**src/rtl/msg_transmitter.sv**
```systemverilog
// Transmit-side message framer: buffers host bytes, streams them with boundary pulses,
// then waits a bounded time for the receiver's acknowledge.
module msg_transmitter #(
  parameter int unsigned DATA_W      = 8,
  parameter int unsigned MIN_LEN     = 2,
  parameter int unsigned MAX_LEN     = 32,
  parameter int unsigned ACK_TIMEOUT = 16
) (
  input  logic              clk,
  input  logic              reset,
  input  logic              wr_en,
  input  logic [DATA_W-1:0] wr_data,
  input  logic              send,
  output logic              busy,
  output logic              full,
  output logic              ovf_err,
  output logic              len_err,
  output logic [DATA_W-1:0] data_out,
  output logic              data_vld,
  output logic              bnd_plse,
  input  logic              ack,
  output logic              done,
  output logic              timeout_err
);

  localparam int unsigned CntW = $clog2(MAX_LEN + 1);
  localparam int unsigned PtrW = $clog2(MAX_LEN);
  localparam int unsigned TmoW = $clog2(ACK_TIMEOUT + 1);
  localparam logic [CntW-1:0] MaxCnt = CntW'(MAX_LEN);
  localparam logic [CntW-1:0] MinCnt = CntW'(MIN_LEN);
  localparam logic [TmoW-1:0] TmoMax = TmoW'(ACK_TIMEOUT);

  typedef enum logic [1:0] {StIdle, StXmit, StWaitAck} state_e;

  state_e            state_q, state_d;
  logic [CntW-1:0]   count_q, count_d, len_q, len_d;
  logic [PtrW-1:0]   wr_ptr_q, wr_ptr_d, rd_ptr_q, rd_ptr_d;
  logic [TmoW-1:0]   tmo_q, tmo_d;
  logic              ovf_q, ovf_d, busy_q, busy_d, full_q, full_d;
  logic              len_err_q, len_err_d, done_q, done_d, tmo_err_q, tmo_err_d;
  logic              vld_q, vld_d, bnd_q, bnd_d;
  logic [DATA_W-1:0] data_q, data_d;
  logic              mem_we;
  logic [DATA_W-1:0] mem_q [MAX_LEN];

  always_comb begin
    state_d   = state_q;
    count_d   = count_q;
    len_d     = len_q;
    wr_ptr_d  = wr_ptr_q;
    rd_ptr_d  = rd_ptr_q;
    tmo_d     = tmo_q;
    ovf_d     = ovf_q;
    busy_d    = busy_q;
    len_err_d = 1'b0;
    done_d    = 1'b0;
    tmo_err_d = 1'b0;
    vld_d     = 1'b0;
    bnd_d     = 1'b0;
    data_d    = '0;
    mem_we    = 1'b0;
    unique case (state_q)
      StIdle: begin
        if (wr_en) begin
          if (count_q < MaxCnt) begin
            mem_we   = 1'b1;
            wr_ptr_d = wr_ptr_q + PtrW'(1);
            count_d  = count_q + CntW'(1);
          end else begin
            ovf_d = 1'b1;
          end
        end
        // Length check sees the count including a same-cycle write.
        if (send) begin
          if (count_d < MinCnt) begin
            len_err_d = 1'b1;
            count_d   = '0;
            wr_ptr_d  = '0;
            rd_ptr_d  = '0;
          end else begin
            len_d    = count_d;
            ovf_d    = 1'b0;
            busy_d   = 1'b1;
            rd_ptr_d = '0;
            state_d  = StXmit;
          end
        end
      end
      StXmit: begin
        data_d = mem_q[rd_ptr_q];
        vld_d  = 1'b1;
        bnd_d  = (rd_ptr_q == '0) || (CntW'(rd_ptr_q) == len_q - CntW'(1));
        if (CntW'(rd_ptr_q) == len_q - CntW'(1)) begin
          tmo_d   = '0;
          state_d = StWaitAck;
        end else begin
          rd_ptr_d = rd_ptr_q + PtrW'(1);
        end
      end
      StWaitAck: begin
        // Ack on the cycle the counter hits the limit still wins over the timeout.
        if (ack || tmo_q == TmoMax) begin
          done_d    = ack;
          tmo_err_d = !ack;
          busy_d    = 1'b0;
          count_d   = '0;
          wr_ptr_d  = '0;
          rd_ptr_d  = '0;
          state_d   = StIdle;
        end else begin
          tmo_d = tmo_q + TmoW'(1);
        end
      end
      default: state_d = StIdle;
    endcase
    full_d = (count_d == MaxCnt);
  end

  always_ff @(posedge clk) begin
    if (reset) begin
      state_q   <= StIdle;
      count_q   <= '0;
      len_q     <= '0;
      wr_ptr_q  <= '0;
      rd_ptr_q  <= '0;
      tmo_q     <= '0;
      ovf_q     <= 1'b0;
      busy_q    <= 1'b0;
      full_q    <= 1'b0;
      len_err_q <= 1'b0;
      done_q    <= 1'b0;
      tmo_err_q <= 1'b0;
      vld_q     <= 1'b0;
      bnd_q     <= 1'b0;
      data_q    <= '0;
    end else begin
      state_q   <= state_d;
      count_q   <= count_d;
      len_q     <= len_d;
      wr_ptr_q  <= wr_ptr_d;
      rd_ptr_q  <= rd_ptr_d;
      tmo_q     <= tmo_d;
      ovf_q     <= ovf_d;
      busy_q    <= busy_d;
      full_q    <= full_d;
      len_err_q <= len_err_d;
      done_q    <= done_d;
      tmo_err_q <= tmo_err_d;
      vld_q     <= vld_d;
      bnd_q     <= bnd_d;
      data_q    <= data_d;
    end
  end

  always_ff @(posedge clk) begin
    if (mem_we && !reset) begin
      mem_q[wr_ptr_q] <= wr_data;
    end
  end

  assign busy        = busy_q;
  assign full        = full_q;
  assign ovf_err     = ovf_q;
  assign len_err     = len_err_q;
  assign data_out    = data_q;
  assign data_vld    = vld_q;
  assign bnd_plse    = bnd_q;
  assign done        = done_q;
  assign timeout_err = tmo_err_q;

endmodule

```
**config.mk**
```make
export PLATFORM = sky130hd
export DESIGN_NAME = msg_transmitter
export DESIGN_NICKNAME = d
export VERILOG_FILES = /design/src/rtl/msg_transmitter.sv
export SDC_FILE = /design/constraint.sdc
export NUM_CORES = 1
export LEC_CHECK = 0
export BUFFER_PORTS_ARGS = -buffer_cell sky130_fd_sc_hd__clkbuf_2
export CORE_MARGIN = 1.5
export CORE_UTILIZATION = 48
export CTS_CLUSTER_DIAMETER = 200
export CTS_CLUSTER_SIZE = 14
export DETAILED_ROUTE_END_ITERATION = 16
export HOLD_SLACK_MARGIN = 0.06
export PLACE_DENSITY_LB_ADDON = 0.08
export SLEW_MARGIN = 25
export SYNTH_ARGS = -nofsm -noshare
export SYNTH_HDL_FRONTEND = slang
export SYNTH_SLANG_ARGS = --single-unit
```
**constraint.sdc**
```tcl
create_clock -name clk -period 2.2 [get_ports clk]
set_input_delay 0.22 -clock clk [delete_from_list [all_inputs] [get_ports clk]]
set_output_delay 0.22 -clock clk [all_outputs]
set_load 0.05 [all_outputs]
```
==> summary.txt, run 1 <==
Setup path
  • Register-to-Register Path Depth: 7
  • Crit-path cells: ha_2 > or3_1 > a21oi_2 > nand4_1 > o31ai_2 > buf_4 > nor2_1
  • CP required: 2.63 ns
  • Type of the worst setup path: reg2reg
  • R2R Path End: wr_ptr_q[1]
  • Critical Path End Type: flop
  • Worst-path maximum fanout: 6
  • RR Startpoint: count_q[0]
  • Startpoint Class: flop
  • Reg2Reg Setup Slack: 0.03 ns
  • Crit-path slowest cell: dfxtp_2
  • Crit path DAT: 2.60 ns
  • Largest stage delay, worst path: 0.38 ns

Power
  • Switching power: 2.32 mW
  • Power density over the cells: 786 mW/mm^2
  • Switching share of power: 21.0%
  • Comb pwr share: 6.9%
  • Sequential power share: 56.7%
  • P_leak: 4.61 nW
  • Clock share of power: 36.5%
  • Power Internal: 8.70 mW
  • Worst VDD drop: 0.635 mV

GRT
  • GRT Resource Usage Total: 21.1%
  • First-pass GRT wire length: 40.2 mm
  • Largest net degree at the start of global routing: 33
  • Vias in the first global route: 6457
  • Global route total overflow: 0
  • Initial antenna violation count: 0

Logic synthesis
  • Xor/xnor share of the synthesized area: 1.02%
  • Synth Area in Compound Gates: 2.70%
  • Seq/Total Area, Yosys: 71.3%
  • Number of flops mapped to enable cells by yosys: 256
  • Largest family of logic cells by synthesized area: multiplexers
  • Mux share of post-synthesis cell area: 16.2%
  • Synth warn: 0
  • Synth Instances: 667
  • Simple-Gate Fraction of Synth Area: 6.14%
  • Mean post-synth cell area: 18.1 um^2
  • Synth cell types: 47
  • Dominant synthesized flop cell: edfxtp_1
  • Synth Register Bits: 301
  • Post-Syn Nets: 690
  • Async SR Flop Fraction: 0%
  • Adder-Cell Fraction of Synth Area: 1.04%
  • Synthesized area: 0.0120 mm^2

Route
  • Initial DRT Pass Iterations: 7
  • Drt total wl: 27.0 mm
  • DRT iter0 DRCs: 700
  • Via count: 6372
  • Via/cell ratio: 5.72
  • Post-route antenna net violation count: 0
  • DR DRC count: 0
  • Routed len/inst: 24.3 um

CTS
  • Htree depth: 1
  • Clock Path Buffers: 3
  • Clk_lat worst skew: 0.53 ns
  • CTS tree: yes
  • Clk sinks: 301
  • Root Driver: clkbuf_16
  • Total CTS buffers: 25
  • CTS clk-pin slew, worst paths: 0.07 ns

Timing
  • Final Cycle Share: 98.6%
  • Final Skew: 0.0226 ns
  • Hold violation count in the final report: 0
  • Max_slew headroom: 50.2%
  • Actual slew at the worst max-slew pin: 0.747 ns
  • Unrepaired setup endpoints after global routing: yes
  • Max Clk Rate: 461 MHz
  • # setup viols final: 0
  • Final Max Slew Viols: 0
  • Post-route minimum period: 2.17 ns

Floorplan
  • Initial Util: 49.2%
  • # rows: 57
  • Die ar.: 0.0260 mm^2
  • Core area: 0.0245 mm^2
  • I/O pin count: 29
  • Die X: 161 um
  • Die Y: 161 um

Layout
  • Most common cell after layout, fill and taps aside: edfxtp_1
  • Antenna diode count: 0
  • Most frequent cells in the layout: edfxtp_1, mux4_2, nor2_1
  • Layout cells sized above 1: 31.8%
  • Final nets: 795
  • Fillers: 1845
  • Final core utilization: 57.3%
  • P&R area growth vs syn: 16.4%
  • Non-filler instance count after layout: 1114

Place
  • DP HPWL: 17.4 mm
  • Placed cells: 1057
  • Port buffer count: 28
  • GP Congestion: 0.840

Min path
  • Hold Path Sink: ovf_err
  • Min-delay src: wr_en
  • WHS Path Cells: 3
  • HP Class: in2reg

Status
  • Status: finished, final reports clean

Flow run
  • Max_cap viols: 0
synth_stat cells (2+ instances only):
master	number	area, um^2
a31o_2	2	17.5
nand3b_1	4	30.0
nor3b_1	3	22.5
nor4_1	3	18.8
ha_1	10	125
nor2b_1	5	31.3
mux4_2	80	1800
a21oi_1	17	85.1
buf_1	4	15.0
nand3_1	6	30.0
nor2_1	72	270
mux2i_1	12	120
inv_1	13	48.8
a31oi_1	3	18.8
o21ai_0	9	45.0
or3_1	8	50.1
xnor2_1	8	70.1
clkbuf_1	25	93.8
a21boi_1	4	30.0
a22oi_1	2	15.0
nor3_1	7	35.0
a31oi_4	2	42.5
buf_2	5	25.0
edfxtp_1	256	7690
or3b_2	2	17.5
o31ai_1	2	15.0
xor2_1	6	52.6
nand4_1	6	37.5
nand2b_1	3	18.8
dfxtp_1	45	901
nand2_1	23	86.3
o21bai_1	2	15.0
a211oi_1	2	15.0
mux2_2	3	33.8
power groups by stage:
stage | Clock (mW) | Sequential (mW) | Combinational (mW)
global placement | 0 | 6.38 | 0.678
global route | 4.32 | 6.24 | 0.810
detailed placement | 0 | 6.38 | 0.687
floorplan | 0 | 6.39 | 0.385
CTS | 4.12 | 6.25 | 0.707
finish | 4.02 | 6.25 | 0.756
layout make-up:
| cell class | count | area, um^2 | area share (%) |
|---|---|---|---|
| sequential | 301 | 8600 | 61.3 |
| multi-input combinational | 318 | 3340 | 23.9 |
| timing repair buffer | 112 | 910 | 6.49 |
| clock buffer | 44 | 697 | 4.97 |
| tap | 324 | 405 | 2.89 |
| inverter | 14 | 52.6 | 0.375 |
| clock inverter | 1 | 8.76 | 0.0625 |
critical path, delay by kind of cell, from the launching register on:
family,cells,cell delay (ns)
buffers and inverters,1,0.19
AND/OR/NAND/NOR,3,0.69
AO/OA/AOI/OAI,2,0.51
flip-flops,1,0.38
adder cells (fa/ha/maj),1,0.30
per-stage QoR:
step                cell area [um^2]  hold WS (ns)  setup slack, ns  TNS (ns)  power (mW)
floorplan                      12100         0.299          0.00138         0        6.77
global placement               13100         0.445          -0.0364   -0.0434        7.06
detailed placement             13100         0.449          -0.0246   -0.0571        7.07
CTS                            13900        0.0620         0.000585         0        11.1
global route                   14000         0.111          -0.0153   -0.0888        11.4
finish                         14000        0.0860           0.0313         0        11.0
worst max-delay path by stage:
stage | from | end | slack [ns]
after floorplan | rd_ptr_q[0] | data_out[0] | 0.001
final | count_q[0] | wr_ptr_q[1] | 0.03
after global placement | rd_ptr_q[0] | data_out[3] | -0.04
after global routing | count_q[2] | wr_ptr_q[4] | -0.02
after CTS | len_q[1] | tmo_q[3] | 0.0006
after detailed placement | rd_ptr_q[0] | data_out[3] | -0.02
flip-flops by register name (all words and copies together) (netlist names), 2 cells and up:
| name | count |
|---|---|
| tmo_q | 5 |
| count_q | 6 |
| len_q | 6 |
| data_out | 8 |
| rd_ptr_q | 5 |
| state_q | 2 |
| wr_ptr_q | 5 |
| mem_q | 256 |
repair_timing:
action                                  CTS  global route
hold buffers                              2             0
resized for setup                         2            20
cloned                                    0             1
hold endpoints to repair                  3             0
pin swaps                                 1            10
endpoints found under the setup margin   15            40
setup buffers                             3             6
cells by family after synthesis:
kind of cell             count (synthesis)
flip-flops                             301
AND/OR/NAND/NOR                        151
multiplexers                            95
AO/OA/AOI/OAI                           48
buffers and inverters                   48
XOR/XNOR                                14
adder cells (fa/ha/maj)                 10
layer usage:
layer | routed length [um] | global-route usage, % | vias up | share of wire, %
li1 | - | - | 2843 | -
met1 | 11700 | 30.2 | 3316 | 43
met2 | 13500 | 35.5 | 174 | 50
met3 | 1380 | 2.29 | 39 | 5.1
met4 | 462 | 4.46 | 0 | 1.7
met5 | 0 | 0 | - | 0
Power figures use the tool's default switching activity.
==> run 2: changes to the inputs <==
- BUFFER_PORTS_ARGS: -buffer_cell sky130_fd_sc_hd__clkbuf_2 -> -buffer_cell sky130_fd_sc_hd__buf_2
- GPL_TIMING_DRIVEN: default -> 1
- SETUP_SLACK_MARGIN: default -> 0.3
==> summary.txt, run 2 (synthesis results as in run 1) <==
CTS
  • CTS clk-pin slew, worst paths: 0.07 ns (about the same)
  • Clk sinks: 301 (unchanged)
  • Htree depth: 1 (unchanged)
  • CTS tree: yes (unchanged)
  • Clk_lat worst skew: 0.53 ns (about the same)
  • Root Driver: clkbuf_16 (unchanged)
  • Clock Path Buffers: 3 (unchanged)
  • Total CTS buffers: 25 (unchanged)

Power
  • P_leak: 4.71 nW (was 4.61 nW)
  • Sequential power share: 56.4% (was 56.7%)
  • Total Power: 11.1 mW (was 11.0 mW)
  • Worst VDD drop: 0.710 mV (was 0.635 mV)
  • Power density over the cells: 758 mW/mm^2 (was 786 mW/mm^2)
  • Power Internal: 8.72 mW (was 8.70 mW)
  • Clock share of power: 36.4% (was 36.5%)
  • Switching power: 2.34 mW (was 2.32 mW)
  • Switching share of power: 21.2% (was 21.0%)
  • Comb pwr share: 7.2% (was 6.9%)

Setup path
  • Worst-path maximum fanout: 8 (was 6)
  • Startpoint Class: flop (unchanged)
  • RR Startpoint: rd_ptr_q[0] (was count_q[0])
  • Reg2Reg Setup Slack: 0.08 ns (was 0.03 ns)
  • CP required: 2.59 ns (was 2.63 ns)
  • R2R Path End: data_out[1] (was wr_ptr_q[1])
  • Crit. Startpoint: rd_ptr_q[0] (was count_q[0])
  • Critical Path End Type: flop (unchanged)
  • Worst setup path endpoint: data_out[1] (was wr_ptr_q[1])
  • Crit path DAT: 2.52 ns (was 2.60 ns)
  • Type of the worst setup path: reg2reg (unchanged)
  • Register-to-Register Path Depth: 6 (was 7)

Timing
  • Final Cycle Share: 96.5% (was 98.6%)
  • Post-route setup TNS: 0 ns (unchanged)
  • Hold violation count in the final report: 0 (unchanged)
  • Max_slew headroom: 57.9% (was 50.2%)
  • Max Clk Rate: 471 MHz (was 461 MHz)
  • Unrepaired setup endpoints after global routing: yes (unchanged)
  • Final Max Slew Viols: 0 (unchanged)
  • # setup viols final: 0 (unchanged)
  • Post-route minimum period: 2.12 ns (was 2.17 ns)
  • Actual slew at the worst max-slew pin: 0.632 ns (was 0.747 ns)
  • Final Skew: 0.0164 ns (was 0.0226 ns)

GRT
  • Vias in the first global route: 6440 (was 6457)
  • First-pass GRT wire length: 39.4 mm (was 40.2 mm)
  • GRT Resource Usage Total: 20.4% (was 21.1%)
  • Initial antenna violation count: 0 (unchanged)
  • Global route total overflow: 0 (unchanged)
  • Largest net degree at the start of global routing: 37 (was 33)

Floorplan
  • Die ar.: 0.0260 mm^2 (unchanged)
  • I/O pin count: 29 (unchanged)
  • Die Y: 161 um (unchanged)
  • Die X: 161 um (unchanged)
  • Initial Util: 49.2% (unchanged)
  • # rows: 57 (unchanged)
  • Core area: 0.0245 mm^2 (unchanged)

Place
  • Port buffer count: 28 (unchanged)
  • GP Congestion: 0.855 (was 0.840)
  • DP HPWL: 16.9 mm (was 17.4 mm)

Layout
  • Final nets: 793 (was 795)
  • Flip-flop count of the largest register after layout: 256 (unchanged)
  • Biggest register: mem_q (unchanged)
  • Most frequent cells in the layout: edfxtp_1, mux4_2, buf_4 (was edfxtp_1, mux4_2, nor2_1)
  • Antenna diode count: 0 (unchanged)
  • P&R area growth vs syn: 21.2% (was 16.4%)
  • Layout cells sized above 1: 38.5% (was 31.8%)
  • Final core utilization: 59.6% (was 57.3%)
  • Most common cell after layout, fill and taps aside: edfxtp_1 (unchanged)

Route
  • Routed len/inst: 23.5 um (was 24.3 um)
  • Drt total wl: 26.2 mm (was 27.0 mm)
  • DRT iter0 DRCs: 521 (was 700)
  • Via/cell ratio: 5.72 (about the same)
  • Post-route antenna net violation count: 0 (unchanged)
  • Via count: 6356 (was 6372)
  • Initial DRT Pass Iterations: 6 (was 7)
  • DR DRC count: 0 (unchanged)

Status
  • Status: finished, final reports clean (unchanged)

Flow run
  • Max_cap viols: 0 (unchanged)

Min path
  • HP Class: in2reg (unchanged)
-- run 2: cell types whose count changed in the layout (fill, tap and decap cells not counted), sizes merged --
| cell | previous run | this run |
|---|---|---|
| clkbuf | 74 | 48 |
| buf | 80 | 103 |
| a31o | 2 | 3 |
-- run 2: layout make-up --
class	count	area, um^2
fill	1785	9870
sequential	301	8600
multi-input combinational	319	3610
timing repair buffer	109	1210
clock buffer	44	697
tap	324	405
inverter	14	52.6
clock inverter	1	8.76
-- run 2: routing by layer --
layer	global-route usage (%)	vias up	part of all wire (%)
li1	-	2845	-
met1	29.1	3309	44
met2	33.7	160	50
met5	0	-	0
met3	2.57	42	4.1
met4	5.30	0	2.6
-- run 2: timing repair --
| action | CTS | global route |
|---|---|---|
| gates resized for setup | 34 | 23 |
| pin swaps | 26 | 14 |
| hold buffers | 2 | 0 |
| endpoints found under the hold margin | 3 | 0 |
| gates cloned | 0 | 5 |
| endpoints found under the setup margin | 269 | 50 |
| buffers inserted | 12 | 8 |
-- run 2: worst min-delay path by stage --
| stage | from | to | cells past startpoint |
|---|---|---|---|
| after floorplan | ack | timeout_err | 1 |
| after global placement | busy | busy | 2 |
| after detailed placement | busy | busy | 2 |
| after CTS | wr_en | ovf_err | 3 |
| after global routing | wr_en | ovf_err | 3 |
| final | wr_en | ovf_err | 3 |
-- run 2: power by group through the flow --
stage          Sequential [mW]  Clock, mW  Combinational (mW)
2_1_floorplan             6.39          0               0.425
3_3_place_gp              6.36          0               0.664
3_5_place_dp              6.37          0               0.676
4_1_cts                   6.24       4.14               0.722
5_1_grt                   6.24       4.32               0.849
6_report                  6.24       4.02               0.795
-- run 2: worst max-delay path, cell delays in order (launching register included) --
cell and delay, ns:
dfxtp_4 0.38, buf_12 0.14, buf_12 0.15, mux4_2 0.56
mux4_2 0.53, mux2i_1 0.15, nor2_1 0.07
-- run 2: stage by stage --
| step | area [um^2] | setup slack (ns) | cells | hold slack [ns] |
|---|---|---|---|---|
| after CTS | 14300 | 0.0609 | 1099 | 0.0958 |
| final | 14600 | 0.0779 | 1112 | 0.123 |
| after global routing | 14600 | 0.00671 | 1112 | 0.120 |
| after detailed placement | 13300 | 0.0381 | 1040 | 0.459 |
| after floorplan | 12300 | 0.183 | 667 | 0.299 |
| after global placement | 13300 | 0.0210 | 1040 | 0.450 |
==> run 3: changes to the inputs <==
- ABC_AREA: default -> 1
==> summary.txt, run 3 <==
Logic synthesis
  • Mean post-synth cell area: 11.0 um^2 (was 18.1 um^2)
  • Synth Instances: 1136 (was 667)
  • Most frequent cell after synthesis: edfxtp_1 (unchanged)
  • Synthesized area: 0.0125 mm^2 (was 0.0120 mm^2)
  • Dominant synthesized flop cell: edfxtp_1 (unchanged)
  • Post-Syn Nets: 1159 (was 690)
  • Seq/Total Area, Yosys: 68.7% (was 71.3%)
  • Synth top area share: 61.5% (was 63.8%)
  • Leading cell types by count after synthesis: edfxtp_1, nor2_1, nand2_1, o21ai_0, nand3_1 (was edfxtp_1, mux4_2, nor2_1, dfxtp_1, clkbuf_1)
  • Number of flops mapped to enable cells by yosys: 256 (unchanged)
  • Synth Register Bits: 301 (unchanged)
  • Synth cell types: 37 (was 47)
  • Top cells by area, synth: edfxtp_1, dfxtp_1, nor2_1 (was edfxtp_1, mux4_2, dfxtp_1)
  • Synth warn: 0 (unchanged)
  • Post-synth top area cell: edfxtp_1 (unchanged)
  • Async SR Flop Fraction: 0% (unchanged)

CTS
  • Root Driver: clkbuf_16 (unchanged)
  • CTS tree: yes (unchanged)
  • Clock Path Buffers: 3 (unchanged)
  • Total CTS buffers: 25 (unchanged)
  • CTS clk-pin slew, worst paths: 0.07 ns (about the same)
  • Clk_lat worst skew: 0.54 ns (was 0.53 ns)
  • Htree depth: 1 (unchanged)
  • Clk sinks: 301 (unchanged)

Setup path
  • Type of the worst setup path: reg2reg (unchanged)
  • Startpoint Class: flop (unchanged)
  • Top Family by Delay on Critical Path: simple AND/OR/NAND/NOR gates (was multiplexers)
  • CP required: 2.63 ns (was 2.59 ns)
  • Crit-path cells: buf_4 > o21ai_0 > o22ai_1 > o21ai_0 > nor2_1 > nor2_1 > nor2_1 (was buf_12 > buf_12 > mux4_2 > mux4_2 > mux2i_1 > nor2_1)
  • Crit-path slowest cell: dfxtp_4 (was mux4_2)
  • Largest stage delay, worst path: 0.41 ns (was 0.56 ns)
  • Crit path DAT: 2.29 ns (was 2.52 ns)
  • Register-to-Register Path Depth: 7 (was 6)
  • Most used cell, CP: nor2_1
  • CP bufs+invs: 1 (was 2)
  • Critical Path End Type: flop (unchanged)
  • Worst path depth: 7 (was 6)
  • Worst-path maximum fanout: 25 (was 8)

Route
  • Post-route antenna net violation count: 0 (unchanged)
  • Via/cell ratio: 5.50 (was 5.72)
  • Via count: 8508 (was 6356)
  • DRT iter0 DRCs: 850 (was 521)
  • DR DRC count: 0 (unchanged)
  • Routed len/inst: 20.3 um (was 23.5 um)
  • Initial DRT Pass Iterations: 5 (was 6)
  • Drt total wl: 31.5 mm (was 26.2 mm)

Floorplan
  • # rows: 58 (was 57)
  • Die Y: 164 um (was 161 um)
  • I/O pin count: 29 (unchanged)
  • Core area: 0.0254 mm^2 (was 0.0245 mm^2)
  • Initial Util: 49.2% (about the same)
  • Die X: 164 um (was 161 um)
  • Die ar.: 0.0270 mm^2 (was 0.0260 mm^2)

Layout
  • Flip-flop count of the largest register after layout: 256 (unchanged)
  • Fillers: 2215 (was 1785)
  • P&R area growth vs syn: 13.6% (was 21.2%)
  • Biggest register: mem_q (unchanged)
  • Most frequent cells in the layout: edfxtp_1, nor2_1, nand2_1 (was edfxtp_1, mux4_2, buf_4)
  • Antenna diode count: 0 (unchanged)
  • Most common cell after layout, fill and taps aside: edfxtp_1 (unchanged)
  • Layout cells sized above 1: 13.4% (was 38.5%)
  • Final nets: 1225 (was 793)

Min path
  • HP Class: in2reg (unchanged)
  • WHS Path Cells: 3 (unchanged)

Power
  • Worst VDD drop: 0.606 mV (was 0.710 mV)
  • P_leak: 5.00 nW (was 4.71 nW)
  • Power density over the cells: 813 mW/mm^2 (was 758 mW/mm^2)
  • Total Power: 11.5 mW (was 11.1 mW)

Flow run
  • Max_cap viols: 0 (unchanged)

Timing
  • Final Cycle Share: 84.3% (was 96.5%)
  • Post-route setup TNS: 0 ns (unchanged)
  • Max_slew headroom: 49.7% (was 57.9%)
  • WHS: 0.0775 ns (was 0.123 ns)
  • Unrepaired setup endpoints after global routing: yes (unchanged)
  • Final Max Slew Viols: 0 (unchanged)
  • Hold violation count in the final report: 0 (unchanged)
  • Actual slew at the worst max-slew pin: 0.755 ns (was 0.632 ns)
  • Final Skew: 0.0202 ns (was 0.0164 ns)
  • Post-route minimum period: 1.85 ns (was 2.12 ns)
  • # setup viols final: 0 (unchanged)
  • Max Clk Rate: 539 MHz (was 471 MHz)

Place
  • DP HPWL: 19.8 mm (was 16.9 mm)
  • GP Congestion: 0.834 (was 0.855)
  • Port buffer count: 28 (unchanged)

GRT
  • Global route total overflow: 0 (unchanged)
  • GRT Resource Usage Total: 23.7% (was 20.4%)
  • Vias in the first global route: 8079 (was 6440)
  • Largest net degree at the start of global routing: 62 (was 37)
  • First-pass GRT wire length: 47.9 mm (was 39.4 mm)
  • Initial antenna violation count: 0 (unchanged)

Status
  • Status: finished, final reports clean (unchanged)
-- run 3: cell types whose count changed in the layout (fill, tap and decap cells not counted), sizes merged, moves of 8 or more --
cell,previous run,this run
mux4,80,0
or3,8,0
a21oi,17,26
nand2,23,154
o22ai,0,42
buf,103,93
nand3,6,70
o211ai,0,20
mux2i,12,0
nor2,72,244
inv,15,52
o21ai,10,136
-- run 3: worst paths after layout --
kind / from / to / slack (ns)
max: rd_ptr_q[0] / data_out[2] / 0.35
min: wr_en / ovf_err / 0.08
max reg2reg: rd_ptr_q[0] / data_out[2] / 0.35
min reg2reg: busy / busy / 0.48
-- run 3: worst min-delay path, stage by stage --
cell and delay (ns):
buf_2 0.12, a31oi_1 0.10, nor3_2 0.13
-- run 3: final cells by class --
class	instances	area (um^2)	share of cell area [%]
clock buffer	42	689	4.85
timing repair buffer	95	748	5.27
multi-input combinational	727	3550	25.0
inverter	52	200	1.41
clock inverter	1	8.76	0.0617
tap	330	413	2.91
sequential	301	8600	60.5
-- run 3: repair_timing --
action	CTS	global route
endpoints found under the hold margin	3	0
resized for setup	9	15
pin swaps	0	4
setup buffers	0	6
hold buffers	2	0
setup endpoints to repair	193	265
-- run 3: logic make-up (layout without fill, tap and decap cells) --
family,Yosys count,count (layout),synth area share (%)
fa+ha+maj,10,10,1.00
compound gates,230,230,10.2
simple gates,481,481,16.1
xor+xnor,6,6,0.420
flops,301,301,68.7
buf+inv,108,190,3.65
-- run 3: layer usage --
layer  share of wire, %  GRT usage [%]
met5                  0              0
met4                2.3           5.98
met3                5.4           3.39
met2                 47           39.1
met1                 45           33.2
-- run 3: through the flow --
stage / area [um^2] / util (%) / cells / worst slack [ns]
5_1_grt: 14200 / 55.9 / 1548 / 0.289
3_5_place_dp: 13300 / 52.5 / 1497 / 0.0535
6_report: 14200 / 55.9 / 1548 / 0.345
4_1_cts: 14100 / 55.5 / 1542 / 0.310
2_1_floorplan: 12500 / - / 1136 / 0.290
3_3_place_gp: 13300 / 52.5 / 1497 / 0.104
-- run 3: power by group --
group / leakage (nW) / internal [mW] / total, mW / switching, mW
clock network: 0.333 / 2.13 / 4.09 / 1.96
registers: 2.67 / 6.24 / 6.27 / 0.0379
logic: 2.00 / 0.360 / 1.18 / 0.823
total: 5.00 / 8.72 / 11.5 / 2.82
